[src/rtl/wb_tgt_pkg.sv]
// Shared types and helpers for the pipelined Wishbone register-file target.
// Data, select and read-tag widths live here because the response record is built from them.
package wb_tgt_pkg;

  localparam int LATENCY_MAX = 8;
  localparam int DAT_WIDTH   = 16;
  localparam int SEL_WIDTH   = 2;
  localparam int TGRD_WIDTH  = 1;
  localparam int LANE_W      = DAT_WIDTH / SEL_WIDTH;

  typedef struct packed {
    logic                  vld;
    logic                  err;
    logic [DAT_WIDTH-1:0]  dat;
    logic [TGRD_WIDTH-1:0] tgd;
  } rsp_t;

  // Expands each byte select into a full lane of ones.
  function automatic logic [DAT_WIDTH-1:0] sel2mask(input logic [SEL_WIDTH-1:0] sel);
    logic [DAT_WIDTH-1:0] m;
    m = '0;
    for (int i = 0; i < SEL_WIDTH; i++) begin
      m[i*LANE_W +: LANE_W] = {LANE_W{sel[i]}};
    end
    return m;
  endfunction

endpackage

[src/rtl/wb_tgt_regfile_if.sv]
// Pipelined Wishbone bus bundle, named from the target's point of view.
// The initiator side uses the master modport, the register file uses slave.
interface wb_tgt_regfile_if
  import wb_tgt_pkg::*;
#(
  parameter int ADR_WIDTH  = 4,
  parameter int TGWD_WIDTH = 1
);

  logic                  cyc_i;
  logic                  stb_i;
  logic                  we_i;
  logic                  lock_i;
  logic [SEL_WIDTH-1:0]  sel_i;
  logic [ADR_WIDTH-1:0]  adr_i;
  logic [DAT_WIDTH-1:0]  dat_i;
  logic [TGWD_WIDTH-1:0] tgd_i;
  logic                  ack_o;
  logic                  err_o;
  logic                  rty_o;
  logic                  stall_o;
  logic [DAT_WIDTH-1:0]  dat_o;
  logic [TGRD_WIDTH-1:0] tgd_o;

  modport master (
    output cyc_i, stb_i, we_i, lock_i, sel_i, adr_i, dat_i, tgd_i,
    input  ack_o, err_o, rty_o, stall_o, dat_o, tgd_o
  );

  modport slave (
    input  cyc_i, stb_i, we_i, lock_i, sel_i, adr_i, dat_i, tgd_i,
    output ack_o, err_o, rty_o, stall_o, dat_o, tgd_o
  );

endinterface

[src/rtl/wb_tgt_rsp_pipe.sv]
// Fixed-latency response delay line; the last stage is the bus response.
// A flush empties every stage at the next edge and masks the current output.
module wb_tgt_rsp_pipe
  import wb_tgt_pkg::*;
#(
  parameter int LATENCY = 3
) (
  input  logic                  clk_i,
  input  logic                  rst_n_i,
  input  logic                  flush_i,
  input  rsp_t                  rsp_i,
  output logic                  vld_o,
  output logic                  ack_o,
  output logic                  err_o,
  output logic [DAT_WIDTH-1:0]  dat_o,
  output logic [TGRD_WIDTH-1:0] tgd_o
);

  rsp_t stg_q [LATENCY];
  rsp_t out_s;

  always_ff @(posedge clk_i or negedge rst_n_i) begin
    if (!rst_n_i) begin
      for (int i = 0; i < LATENCY; i++) stg_q[i] <= '0;
    end else if (flush_i) begin
      for (int i = 0; i < LATENCY; i++) stg_q[i] <= '0;
    end else begin
      stg_q[0] <= rsp_i;
      for (int i = 1; i < LATENCY; i++) stg_q[i] <= stg_q[i-1];
    end
  end

  // Output stage: a dropped cycle must not see the response sitting in the last stage.
  assign out_s = stg_q[LATENCY-1];
  assign vld_o = out_s.vld & ~flush_i;
  assign ack_o = vld_o & ~out_s.err;
  assign err_o = vld_o & out_s.err;
  assign dat_o = ack_o ? out_s.dat : '0;
  assign tgd_o = ack_o ? out_s.tgd : '0;

endmodule

[src/rtl/wb_tgt_regfile.sv]
// Pipelined Wishbone target: byte-selectable register file with fixed response
// latency, throttled by an outstanding-request budget.
module wb_tgt_regfile
  import wb_tgt_pkg::*;
#(
  parameter int ADR_WIDTH  = 4,
  parameter int WORDS      = 12,
  parameter int TGWD_WIDTH = 1,
  parameter int LATENCY    = 3,
  parameter int MAX_OUT    = 2
) (
  input  logic           clk_i,
  input  logic           async_rst_n_i,
  wb_tgt_regfile_if.slave bus
);

  localparam int CNT_W = $clog2(MAX_OUT + 1);

  logic [DAT_WIDTH-1:0]  mem_q [WORDS];
  logic [TGWD_WIDTH-1:0] tag_q [WORDS];
  logic [CNT_W-1:0]      out_cnt_q, out_cnt_d;
  logic [ADR_WIDTH-1:0]  idx;
  logic [DAT_WIDTH-1:0]  wmask;
  logic                  in_range, stall, accept, wr_en, rsp_done;
  rsp_t                  rsp_in;
  logic                  unused_lock;

  assign unused_lock = bus.lock_i;

  assign idx      = bus.adr_i;
  assign in_range = ({1'b0, bus.adr_i} < (ADR_WIDTH+1)'(WORDS));
  assign stall    = bus.cyc_i & (out_cnt_q == CNT_W'(MAX_OUT));
  assign accept   = bus.cyc_i & bus.stb_i & ~stall;
  assign wr_en    = accept & bus.we_i & in_range;
  assign wmask    = sel2mask(bus.sel_i);

  always_ff @(posedge clk_i or negedge async_rst_n_i) begin
    if (!async_rst_n_i) begin
      for (int i = 0; i < WORDS; i++) begin
        mem_q[i] <= '0;
        tag_q[i] <= '0;
      end
    end else if (wr_en) begin
      mem_q[idx] <= (mem_q[idx] & ~wmask) | (bus.dat_i & wmask);
      tag_q[idx] <= bus.tgd_i;
    end
  end

  // Read data is captured at accept so a later write cannot alter an in-flight response.
  always_comb begin
    rsp_in     = '0;
    rsp_in.vld = accept;
    rsp_in.err = ~in_range;
    if (!bus.we_i && in_range) begin
      rsp_in.dat = mem_q[idx];
      rsp_in.tgd = TGRD_WIDTH'(tag_q[idx]);
    end
  end

  always_comb begin
    out_cnt_d = out_cnt_q;
    if (!bus.cyc_i) begin
      out_cnt_d = '0;
    end else begin
      case ({accept, rsp_done})
        2'b10:   out_cnt_d = out_cnt_q + CNT_W'(1);
        2'b01:   out_cnt_d = out_cnt_q - CNT_W'(1);
        default: out_cnt_d = out_cnt_q;
      endcase
    end
  end

  always_ff @(posedge clk_i or negedge async_rst_n_i) begin
    if (!async_rst_n_i) out_cnt_q <= '0;
    else                out_cnt_q <= out_cnt_d;
  end

  wb_tgt_rsp_pipe #(.LATENCY(LATENCY)) u_rsp_pipe (
    .clk_i   (clk_i),
    .rst_n_i (async_rst_n_i),
    .flush_i (~bus.cyc_i),
    .rsp_i   (rsp_in),
    .vld_o   (rsp_done),
    .ack_o   (bus.ack_o),
    .err_o   (bus.err_o),
    .dat_o   (bus.dat_o),
    .tgd_o   (bus.tgd_o)
  );

  assign bus.rty_o   = 1'b0;
  assign bus.stall_o = stall;

endmodule

[src/flat_wrapper.sv]
// flat-port wrapper written by rule: the top's interface ports become plain ports
module wb_tgt_regfile_flat import wb_tgt_pkg::*;
#(
  parameter int ADR_WIDTH  = 4,
  parameter int WORDS      = 12,
  parameter int TGWD_WIDTH = 1,
  parameter int LATENCY    = 3,
  parameter int MAX_OUT    = 2
)
  (clk_i, async_rst_n_i, bus_cyc_i, bus_stb_i, bus_we_i, bus_lock_i, bus_sel_i, bus_adr_i, bus_dat_i, bus_tgd_i, bus_ack_o, bus_err_o, bus_rty_o, bus_stall_o, bus_dat_o, bus_tgd_o);
  wb_tgt_regfile_if #(.ADR_WIDTH(ADR_WIDTH), .TGWD_WIDTH(TGWD_WIDTH)) bus_i ();
  input  logic clk_i;
  input  logic async_rst_n_i;
  input wire logic [$bits(bus_i.cyc_i)-1:0] bus_cyc_i;
  input wire logic [$bits(bus_i.stb_i)-1:0] bus_stb_i;
  input wire logic [$bits(bus_i.we_i)-1:0] bus_we_i;
  input wire logic [$bits(bus_i.lock_i)-1:0] bus_lock_i;
  input wire logic [$bits(bus_i.sel_i)-1:0] bus_sel_i;
  input wire logic [$bits(bus_i.adr_i)-1:0] bus_adr_i;
  input wire logic [$bits(bus_i.dat_i)-1:0] bus_dat_i;
  input wire logic [$bits(bus_i.tgd_i)-1:0] bus_tgd_i;
  output wire logic [$bits(bus_i.ack_o)-1:0] bus_ack_o;
  output wire logic [$bits(bus_i.err_o)-1:0] bus_err_o;
  output wire logic [$bits(bus_i.rty_o)-1:0] bus_rty_o;
  output wire logic [$bits(bus_i.stall_o)-1:0] bus_stall_o;
  output wire logic [$bits(bus_i.dat_o)-1:0] bus_dat_o;
  output wire logic [$bits(bus_i.tgd_o)-1:0] bus_tgd_o;
  assign bus_i.cyc_i = bus_cyc_i;
  assign bus_i.stb_i = bus_stb_i;
  assign bus_i.we_i = bus_we_i;
  assign bus_i.lock_i = bus_lock_i;
  assign bus_i.sel_i = bus_sel_i;
  assign bus_i.adr_i = bus_adr_i;
  assign bus_i.dat_i = bus_dat_i;
  assign bus_i.tgd_i = bus_tgd_i;
  assign bus_ack_o = bus_i.ack_o;
  assign bus_err_o = bus_i.err_o;
  assign bus_rty_o = bus_i.rty_o;
  assign bus_stall_o = bus_i.stall_o;
  assign bus_dat_o = bus_i.dat_o;
  assign bus_tgd_o = bus_i.tgd_o;
  wb_tgt_regfile #(.ADR_WIDTH(ADR_WIDTH), .WORDS(WORDS), .TGWD_WIDTH(TGWD_WIDTH), .LATENCY(LATENCY), .MAX_OUT(MAX_OUT)) u_core (.clk_i(clk_i), .async_rst_n_i(async_rst_n_i), .bus(bus_i));
endmodule
[config.mk]
export PLATFORM = sky130hd
export DESIGN_NAME = wb_tgt_regfile_flat
export DESIGN_NICKNAME = d
export VERILOG_FILES = /design/src/rtl/wb_tgt_pkg.sv /design/src/rtl/wb_tgt_regfile_if.sv /design/src/rtl/wb_tgt_rsp_pipe.sv /design/src/rtl/wb_tgt_regfile.sv /design/src/flat_wrapper.sv
export SDC_FILE = /design/constraint.sdc
export NUM_CORES = 1
export LEC_CHECK = 0
export ABC_AREA = 1
export ABC_CLOCK_PERIOD_IN_PS = 2300
export BUFFER_PORTS_ARGS = -buffer_cell sky130_fd_sc_hd__buf_2
export CORE_MARGIN = 4
export CORE_UTILIZATION = 41
export CTS_CLUSTER_DIAMETER = 30
export CTS_CLUSTER_SIZE = 24
export DETAILED_ROUTE_END_ITERATION = 6
export PLACE_DENSITY = 0.64
export SLEW_MARGIN = 40
export SYNTH_ARGS = -nofsm -noshare
export SYNTH_HDL_FRONTEND = slang
export SYNTH_SLANG_ARGS = --single-unit
[constraint.sdc]
create_clock -name clk_i -period 2.3 [get_ports clk_i]
set_input_delay 0.23 -clock clk_i [delete_from_list [all_inputs] [get_ports clk_i]]
set_output_delay 0.23 -clock clk_i [all_outputs]
set_load 0.005 [all_outputs]
==> results of run 1 <==
## area by class of cell
type                    instances  area [sq um]  share of cell area [%]
inverters                     105         402.9                   2.596
multi-input cells            1234          5281                   34.03
well taps                     396         495.5                   3.193
flip-flops and latches        263          6581                   42.41
clock buffers                  70          1515                   9.764
clock inverters                29         389.1                   2.507
repair buffers                107         853.3                   5.499
## routing by layer
metal	part of all wire, %	routed length, um
met2	47	18030
met4	3.6	1386
met5	0	0
met3	7.9	2995
met1	41	15700
## cells by family (layout without fill, tap and decap cells)
| family | Yosys count | after routing | share of synthesized area [%] |
|---|---|---|---|
| and+or+nand+nor | 1208 | 1208 | 39.66 |
| DFF | 263 | 263 | 50.88 |
| buffers and inverters | 208 | 311 | 8.318 |
| AOI/OAI and AO/OA | 23 | 23 | 0.9865 |
| xor gates and xnor gates | 2 | 2 | 0.1354 |
| other | 1 | 1 | 0.02899 |
## registers in the layout, indices dropped and copies added (netlist names)
signal / cells
u_core.mem_q: 192
u_core.u_rsp_pipe.stg_q: 38
u_core.u_rsp_pipe.out_s: 19
u_core.tag_q: 12
u_core.out_cnt_q: 2
## critical path, stage by stage (launching register included)
cell and delay [ps]:
dfrtp_1 350, nand2_1 100, nor2_1 210, clkinvlp_4 300
nor2_1 180, buf_2 130
## timing repair
action                                 in CTS  in global routing
setup endpoints to repair                   0                  2
endpoints found under the hold margin      68                  0
hold buffers                                3                  0
gates resized for setup                     0                  1
setup buffers                               0                  0
## power groups by stage
stage,sequential [W],combinational [W],clock [W]
5_1_grt,0.00533,0.00156,0.00837
4_1_cts,0.00528,0.00136,0.00817
3_5_place_dp,0.00535,0.00134,0
2_1_floorplan,0.00530,0.000949,0
3_3_place_gp,0.00534,0.00132,0
6_report,0.00529,0.00136,0.00805
## final timing paths
check / to / slack [ps] / cells after the start
max in group asynchronous: u_core.u_rsp_pipe.out_s[11] / 1230 / 3
max reg2reg: u_core.mem_q[183] / 420 / 10
max: bus_dat_o[5] / 240 / 5
min reg2reg: u_core.u_rsp_pipe.stg_q[30] / 420 / 2
min in group asynchronous: u_core.mem_q[36] / 250 / 2
min: u_core.u_rsp_pipe.stg_q[56] / 20 / 3
## stage by stage
stage	utilization [%]	area, sq um
after floorplan	-	12940
after global placement	44.05	13580
after detailed placement	44.05	13580
after CTS	50.32	15510
after global routing	50.34	15520
final	50.34	15520
## layout by cell type, fill, tap and decap left out, types with 4 or more instances in the layout
| cell type | Yosys | routed |
|---|---|---|
| nand3_1 | 228 | 228 |
| buf_2 | 28 | 46 |
| clkbuf_1 | 19 | 9 |
| inv_2 | 14 | 14 |
| nor2_1 | 25 | 24 |
| nand2_1 | 902 | 902 |
| bufinv_16 | 0 | 8 |
| nand4_1 | 17 | 17 |
| clkinv_2 | 0 | 8 |
| o21ai_0 | 16 | 16 |
| buf_4 | 38 | 45 |
| clkbuf_16 | 0 | 57 |
| nor2_8 | 10 | 10 |
| inv_6 | 0 | 5 |
| buf_12 | 0 | 12 |
| a22oi_1 | 4 | 4 |
| clkinv_4 | 0 | 4 |
| or2_2 | 16 | 16 |
| clkbuf_8 | 0 | 4 |
| inv_1 | 88 | 88 |
| dfrtp_1 | 263 | 263 |
| clkinvlp_4 | 0 | 5 |
==> results.py, run 1 <==
metrics = {
    "run_status": {
        "status": "finished, final reports clean",
    },
    "sta": {
        "setup_viol_count_final": 0,
        "worst_pin_slew_ps": 642.5,
        "finalWorstSetupSlack_ps": 235.8,
        "hold_viol_final": 0,
        "fin_crit_sh_pct": 89.75,
        "fin_crit_ps": 2064,
        "drv_slew": 0,
        "rsz0062_at_grt": "false",
        "slew_headroom_pct": 57.12,
        "timing.fmax_mhz": 484.5,
        "setup_tns_ps": 0,
        "whs_ps": 24.70,
        "fin_skew_ps": 20.62,
    },
    "hold_path": {
        "hold_path.class": "primary input to flip-flop",
        "worstHoldStart": "bus_cyc_i",
    },
    "synthesis": {
        "ys.warnings.count": 0,
        "synth_cells": 1705,
        "synth_top_area_share_pct": 50.88,
        "yosys.area.top_type": "dfrtp_1",
        "synth.top_cells.by_area": "dfrtp_1 (51%), nand2_1 (26%), nand3_1 (8.8%)",
        "postSynth.asyncResetShare_pct": 100.0,
        "synth-main-ff-cell": "dfrtp_1",
        "syn_area_sq_um": 12940,
        "synth_edf_count": 0,
        "post-synth-top-count-cell": "nand2_1",
        "yosysUniqueCellTypes": 29,
        "ys_seq_area_share_pct": 50.88,
        "synth_fp_nets": 1734,
        "synthTopCellsByCount": "nand2_1 (902), dfrtp_1 (263), nand3_1 (228)",
        "ys_ff_latch": 263,
        "avgSynthCellArea_sq_um": 7.587,
    },
    "power": {
        "p_leak_nw": 9.015,
        "cellPowerDensity_nw_per_um2": 947.4,
        "pwr-share-seq_pct": 36.0,
        "comb_power_share_pct": 9.2,
        "ir_drop_v": 0.0005989,
        "p_total_w": 0.01470,
        "p_sw_w": 0.003648,
        "p_int_w": 0.01105,
        "clkPwrFrac_pct": 54.8,
        "netSwitchingFraction_pct": 24.81,
    },
    "floorplanning": {
        "die_x_um": 185.6,
        "die_area_sq_um": 34460,
        "rows": 64,
        "core_sq_um": 30830,
        "ios": 50,
        "initial_core_util_pct": 41.96,
        "die_h_um": 185.6,
    },
    "layout": {
        "area_delta_synth_final_pct": 19.96,
        "antenna_cells": 0,
        "fin_cells": 2204,
        "drive_above_1_share_pct": 13.72,
        "nNetsFinal": 1794,
        "nFillCells": 2873,
    },
    "routing": {
        "vias": 11400,
        "drtIter0Drc": 1193,
        "drc": 0,
        "wl_per_cell_um": 17.29,
        "viasPerCell": 5.172,
        "finalWirelength_mm": 38.11,
        "dr.pass1.iters": 5,
        "ant_nets": 0,
    },
    "placement": {
        "place.gp.congestion": 0.8474,
        "place_hpwl_mm": 22.91,
        "dp_cells": 2102,
        "dp_slack_ps": 219.9,
        "port_buffers": 47,
    },
    "grt": {
        "grt_antenna_before_repair": 0,
        "busiest_layer": "met2",
        "met1_usage_pct": 28.83,
        "grt_pass1_vias": 10990,
        "grtUsageMet2_pct": 36.95,
        "grt_max_degree": 71,
        "grt_pass1_wl_mm": 60.05,
        "grt_usage_pct": 22.23,
        "use_met3_pct": 4.710,
        "overflow": 0,
    },
    "critical_path": {
        "worstPathMaxFanout": 17,
        "startpoint_type": "flip-flop",
        "timing.rr.start": "u_core.out_cnt_q[1]",
        "worst_ep_required_time_ps": 2070,
        "setup.worst_path.start": "u_core.u_rsp_pipe.out_s[18]",
        "endpoint_kind": "output port",
        "crit_type": "flip-flop to output port",
        "worst-endpoint-arrival_ps": 1830,
    },
    "clock_network": {
        "path_clk_slew_ps": 50,
        "cts.sink_count": 263,
        "cts_tree": "done",
        "clk_latency_ps": 550,
        "cts_buffers": 54,
        "root_buffer": "clkbuf_16",
        "htree_levels": 2,
        "clk_path_buf_depth": 3,
    },
    "run": {
        "drv_cap": 0,
    },
}
Power figures use the tool's default switching activity.
==> inputs of run 2 (changes only) <==
Settings changed: ABC_AREA 1 to default.
==> run 2 against run 1 <==
Effect of this change:
- final area down 6.1%
- non-clock buffer count grew 2
- largest cell class unchanged
- highest routed layer is now met5
- setup slack gained 41 ps
- critical endpoint is now u_core.mem_q[8]
==> results.py, run 2 <==
metrics = {
    "grt": {
        "grt_max_degree": 74,
        "grt_usage_pct": 17.73,
        "grt_pass1_vias": 7942,
        "overflow": 0,
        "grt_antenna_before_repair": 2,
        "grt_pass1_wl_mm": 43.43,
    },
    "critical_path": {
        "path_cells": "and2b_4, nor4_4, buf_4, nor2_1, a21oi_1",
        "crit_buf_inv": 1,
        "r2r_end": "u_core.mem_q[8]",
        "worst-endpoint-arrival_ps": 2500,
        "cpMaxStageDelayCell": "nor4_4",
        "crit_type": "flip-flop to flip-flop",
        "worstPathMaxFanout": 15,
        "worst_ep_required_time_ps": 2770,
        "reg2reg_depth": 5,
        "timing.rr.start": "u_core.out_cnt_q[1]",
        "rrSetupSlack_ps": 280,
        "cpLargestDelayFamily": "simple AND/OR/NAND/NOR gates",
        "startpoint_type": "flip-flop",
        "slowest_delay_ps": 680,
        "endpoint_kind": "flip-flop",
    },
    "routing": {
        "viasPerCell": 5.113,
        "finalWirelength_mm": 26.69,
        "drc": 0,
        "drtIter0Drc": 552,
        "dr.pass1.iters": 5,
        "ant_nets": 0,
        "wl_per_cell_um": 17.83,
        "vias": 7654,
        "met1_length_mm": 12.69,
        "wl_met2_mm": 12.15,
        "dr.max_layer_used": "met5",
        "route.met3.wl_mm": 1.396,
    },
    "clock_network": {
        "clk_latency_ps": 560,
        "clk_path_buf_depth": 3,
        "cts_setup_buffers": 0,
        "root_buffer": "clkbuf_16",
        "cts_tree": "done",
        "cts_buffers": 58,
        "path_clk_slew_ps": 50,
        "cts.sink_count": 263,
        "htree_levels": 2,
        "ctsResizeCount": 0,
        "ctsHoldBuffers": 2,
    },
    "sta": {
        "fin_crit_sh_pct": 87.95,
        "finalWorstSetupSlack_ps": 277.2,
        "slew_headroom_pct": 54.67,
        "fin_skew_ps": 10.55,
        "worst_pin_slew_ps": 674.9,
        "fin_crit_ps": 2023,
        "setup_tns_ps": 0,
        "drv_slew": 0,
        "setup_viol_count_final": 0,
        "rsz0062_at_grt": "false",
        "hold_viol_final": 0,
        "timing.fmax_mhz": 494.4,
    },
    "synthesis": {
        "synth_edf_count": 0,
        "synth_fp_nets": 1002,
        "synthTopCellsByCount": "dfrtp_1 (263), nor2_1 (165), a21oi_1 (161)",
        "avgSynthCellArea_sq_um": 11.91,
        "synth-main-ff-cell": "dfrtp_1",
        "postSynth.asyncResetShare_pct": 100.0,
        "ys.warnings.count": 0,
        "syn_area_sq_um": 11590,
        "post-synth-top-count-cell": "dfrtp_1",
        "synth_top_area_share_pct": 56.80,
        "yosysUniqueCellTypes": 40,
        "ys_seq_area_share_pct": 56.80,
        "synth_cells": 973,
        "yosys.area.top_type": "dfrtp_1",
        "synth.top_cells.by_area": "dfrtp_1 (57%), mux4_2 (9.1%), a21oi_1 (7.0%)",
        "ys_ff_latch": 263,
    },
    "layout": {
        "drive_above_1_share_pct": 29.67,
        "nNetsFinal": 1099,
        "largest_reg_flops": 192,
        "final_cell_mix": "dfrtp_1 (263), nor2_1 (165), a21oi_1 (161), clkbuf_16 (59), and2_1 (58)",
        "fin_util_pct": 52.32,
        "regMostFlops": "u_core.mem_q",
        "area_delta_synth_final_pct": 25.80,
        "design_area_sq_um": 14580,
        "final_common_cell": "dfrtp_1",
        "antenna_cells": 0,
        "multi_input_area_sq_um": 4533,
        "nFillCells": 2351,
        "ff_latch_area_sq_um": 6581,
    },
    "floorplanning": {
        "rows": 61,
        "die_area_sq_um": 31010,
        "ios": 50,
        "core_sq_um": 27860,
        "initial_core_util_pct": 41.59,
        "die_x_um": 176.1,
        "die_h_um": 176.1,
    },
    "hold_path": {
        "hold_end": "u_core.tag_q[7]",
        "worstHoldStart": "bus_tgd_i",
        "hold_path_depth": 2,
        "hold_path.class": "primary input to flip-flop",
    },
    "power": {
        "p_int_w": 0.01260,
        "ir_drop_v": 0.0006216,
        "cellPowerDensity_nw_per_um2": 1133,
        "pwr-share-seq_pct": 34.6,
        "netSwitchingFraction_pct": 23.70,
        "p_leak_nw": 6.714,
        "p_sw_w": 0.003915,
        "comb_power_share_pct": 10.7,
        "clkPwrFrac_pct": 54.7,
    },
    "placement": {
        "port_buffers": 47,
        "place_hpwl_mm": 17.36,
        "postPlaceCellArea_sq_um": 12370,
        "place.gp.congestion": 0.7592,
        "dp_slack_ps": 128.5,
    },
    "run_status": {
        "status": "finished, final reports clean",
    },
    "run": {
        "drv_cap": 0,
    },
}
run 2: cell count changes in the layout (fill, tap and decap cells not counted), moves of 15 or more:
cell	change
nand3_1	-226
a21oi_1	+160
mux4_2	+47
o21ai_1	+15
nor2_1	+141
mux2i_1	+17
nand2_1	-850
mux2_2	+35
nand4_1	-17
inv_1	-88
and2_1	+58
run 2: how the worst max path moves through the flow:
stage	from	end	slack [ps]	depth (start not counted)
global placement	bus_adr_i[1]	u_core.mem_q[170]	140	7
detailed placement	bus_adr_i[1]	u_core.mem_q[172]	130	7
CTS	u_core.out_cnt_q[0]	bus_stall_o	260	3
floorplan	u_core.out_cnt_q[1]	u_core.mem_q[27]	540	5
global route	u_core.out_cnt_q[0]	u_core.mem_q[45]	180	5
finish	u_core.out_cnt_q[1]	u_core.mem_q[8]	280	5
run 2: cell type report:
type / count / area share, %
Tap cell: 378 / 3.245
Clock buffer: 70 / 10.96
Sequential cell: 263 / 45.15
Clock inverter: 39 / 4.017
Timing Repair Buffer: 109 / 5.528
Multi-Input combinational cell: 638 / 31.10
run 2: power groups by stage:
stage | registers [W] | clock network [W] | logic [W]
after floorplan | 0.00566 | 0 | 0.00130
after global placement | 0.00574 | 0 | 0.00172
after detailed placement | 0.00577 | 0 | 0.00177
after CTS | 0.00571 | 0.00917 | 0.00180
after global routing | 0.00579 | 0.00945 | 0.00199
final | 0.00571 | 0.00903 | 0.00177
run 2: routing by layer:
layer  GRT usage [%]  up-vias
met4           5.523        4
met3           3.383       41
met2           26.86      175
met1           26.11     3809
li1                -     3625
met5               0        -
run 2: cell families (layout without fill, tap and decap cells):
logic type	Yosys count	count (layout)	synth area share, %
and+or+nand+nor	305	305	13.37
DFF	263	263	56.80
AOI/OAI and AO/OA	231	231	11.43
muxes	100	100	14.13
buffers and inverters	72	218	4.157
other	1	1	0.03236
xor gates and xnor gates	1	1	0.07560
run 2: metrics by stage:
step                      power (W)  hold WS (ps)  instances
after floorplan            0.006961        -65.59        973
after global placement     0.007453         249.6       1386
after detailed placement   0.007543         249.6       1386
after CTS                   0.01667         98.88       1497
after global routing        0.01723         124.0       1497
final                       0.01652         138.7       1497
==> inputs of run 3 (changes only) <==
Settings changed: ABC_AREA from default to 1, SETUP_SLACK_MARGIN from default to 0.1.
==> run 3 against run 2 <==
Effect of this change:
- final cell count grew 47%
- die area grew 11%
- sequential cell count is the same
- sequential share of layout area shrank 2.8 points
- first-iteration DRC count grew 120%
- setup slack gained 44 ps
- critical path depth grew 1
- clock power shrank 11%
- critical path type is now flip-flop to output port
- largest cell class unchanged
==> results.py, run 3 (synthesis results as in run 1) <==
metrics = {
    "floorplanning": {
        "die_h_um": 185.6,
        "ios": 50,
        "core_sq_um": 30830,
        "die_area_sq_um": 34460,
        "die_x_um": 185.6,
        "rows": 64,
        "initial_core_util_pct": 41.96,
    },
    "clock_network": {
        "cts_buffers": 54,
        "clk_latency_ps": 560,
        "htree_levels": 2,
        "cts_tree": "done",
        "root_buffer": "clkbuf_16",
        "clk_path_buf_depth": 3,
        "cts.sink_count": 263,
        "path_clk_slew_ps": 60,
    },
    "sta": {
        "worst_pin_slew_ps": 640.0,
        "setup_viol_count_final": 0,
        "fin_skew_ps": 22.02,
        "slew_headroom_pct": 57.28,
        "hold_viol_final": 0,
        "fin_crit_sh_pct": 86.05,
        "timing.fmax_mhz": 505.3,
        "setup_tns_ps": 0,
        "fin_crit_ps": 1979,
        "rsz0062_at_grt": "false",
        "drv_slew": 0,
    },
    "layout": {
        "fin_util_pct": 50.39,
        "final_common_cell": "nand2_1",
        "largest_reg_flops": 192,
        "antenna_cells": 0,
        "nFillCells": 2875,
        "regMostFlops": "u_core.mem_q",
        "final_cell_mix": "nand2_1 (902), dfrtp_1 (263), nand3_1 (228), inv_1 (88), clkbuf_16 (57)",
        "drive_above_1_share_pct": 13.81,
        "nNetsFinal": 1796,
        "area_delta_synth_final_pct": 20.08,
    },
    "routing": {
        "drtIter0Drc": 1192,
        "vias": 11420,
        "wl_per_cell_um": 17.37,
        "ant_nets": 0,
        "viasPerCell": 5.175,
        "finalWirelength_mm": 38.31,
        "dr.pass1.iters": 6,
        "drc": 0,
    },
    "critical_path": {
        "reg2reg_depth": 10,
        "worstPathMaxFanout": 8,
        "worst_ep_required_time_ps": 2070,
        "startpoint_type": "flip-flop",
        "crit_type": "flip-flop to output port",
        "worst-endpoint-arrival_ps": 1750,
        "endpoint_kind": "output port",
    },
    "grt": {
        "grt_antenna_before_repair": 0,
        "grt_usage_pct": 22.23,
        "grt_max_degree": 71,
        "grt_pass1_vias": 10990,
        "grt_pass1_wl_mm": 60.05,
        "overflow": 0,
    },
    "placement": {
        "place_hpwl_mm": 22.91,
        "place.gp.congestion": 0.8474,
        "port_buffers": 47,
    },
    "power": {
        "p_leak_nw": 9.023,
        "ir_drop_v": 0.0005984,
        "p_total_w": 0.01471,
        "cellPowerDensity_nw_per_um2": 947.0,
    },
    "hold_path": {
        "hold_path_depth": 3,
        "hold_path.class": "primary input to flip-flop",
    },
    "run_status": {
        "status": "finished, final reports clean",
    },
    "run": {
        "drv_cap": 0,
    },
}
==> run 3: worst paths after layout <==
| check | to | slack [ps] | from |
|---|---|---|---|
| setup reg to reg | u_core.mem_q[183] | 420 | u_core.out_cnt_q[1] |
| min in group asynchronous | u_core.mem_q[36] | 250 | async_rst_n_i |
| hold reg to reg | u_core.u_rsp_pipe.stg_q[30] | 420 | u_core.u_rsp_pipe.stg_q[49] |
| max in group asynchronous | u_core.u_rsp_pipe.out_s[11] | 1230 | async_rst_n_i |
| setup / recovery | bus_dat_o[5] | 320 | u_core.u_rsp_pipe.out_s[18] |
| hold / removal | u_core.u_rsp_pipe.stg_q[56] | 20 | bus_cyc_i |
==> run 3: cell type report <==
class	instances	area [sq um]	area share, %
Multi-Input combinational cell	1234	5281	34.00
Clock inverter	29	389.1	2.505
Clock buffer	70	1515	9.754
Timing Repair Buffer	109	868.3	5.590
Inverter	105	402.9	2.594
Tap cell	396	495.5	3.190
Sequential cell	263	6581	42.37
==> run 3: stage by stage <==
stage	hold WS [ps]	cell area [sq um]	setup WS [ps]	cells
after floorplan	-65.59	12940	775.8	1705
after CTS	13.32	15510	129.5	2204
after global routing	36.49	15530	154.3	2206
after detailed placement	237.7	13580	219.9	2102
final	23.90	15530	320.9	2206
after global placement	234.7	13580	240.1	2102
==> run 3: power breakdown <==
part	internal (W)	leakage, nW	total [W]	switching (W)
combinational	0.000458	4.53	0.00136	0.000903
sequential	0.00507	3.57	0.00529	0.000223
clock	0.00553	0.926	0.00806	0.00253
total	0.0111	9.02	0.0147	0.00365
==> run 3: worst max-delay path, cell delays in order, from the launching register on <==
cell,delay [ps]
dfrtp_1,350
nand2_1,100
nor2_1,220
clkinvlp_4,130
buf_4,170
nor2_1,100
buf_2,120
==> run 3: repair_timing <==
action	4_1_cts	5_1_grt
hold buffers	3	0
setup buffers	0	2
resized for setup	0	1
endpoints found under the hold margin	68	0
endpoints found under the setup margin	0	17
==> run 3: layer usage <==
metal	vias to the layer above	global-route usage, %	wire [um]	share of wire [%]
li1	5399	-	-	-
met1	5414	28.83	15800	41
met2	493	36.95	18150	47
met3	110	4.710	3012	7.9
met4	0	8.073	1345	3.5
met5	-	0	0	0
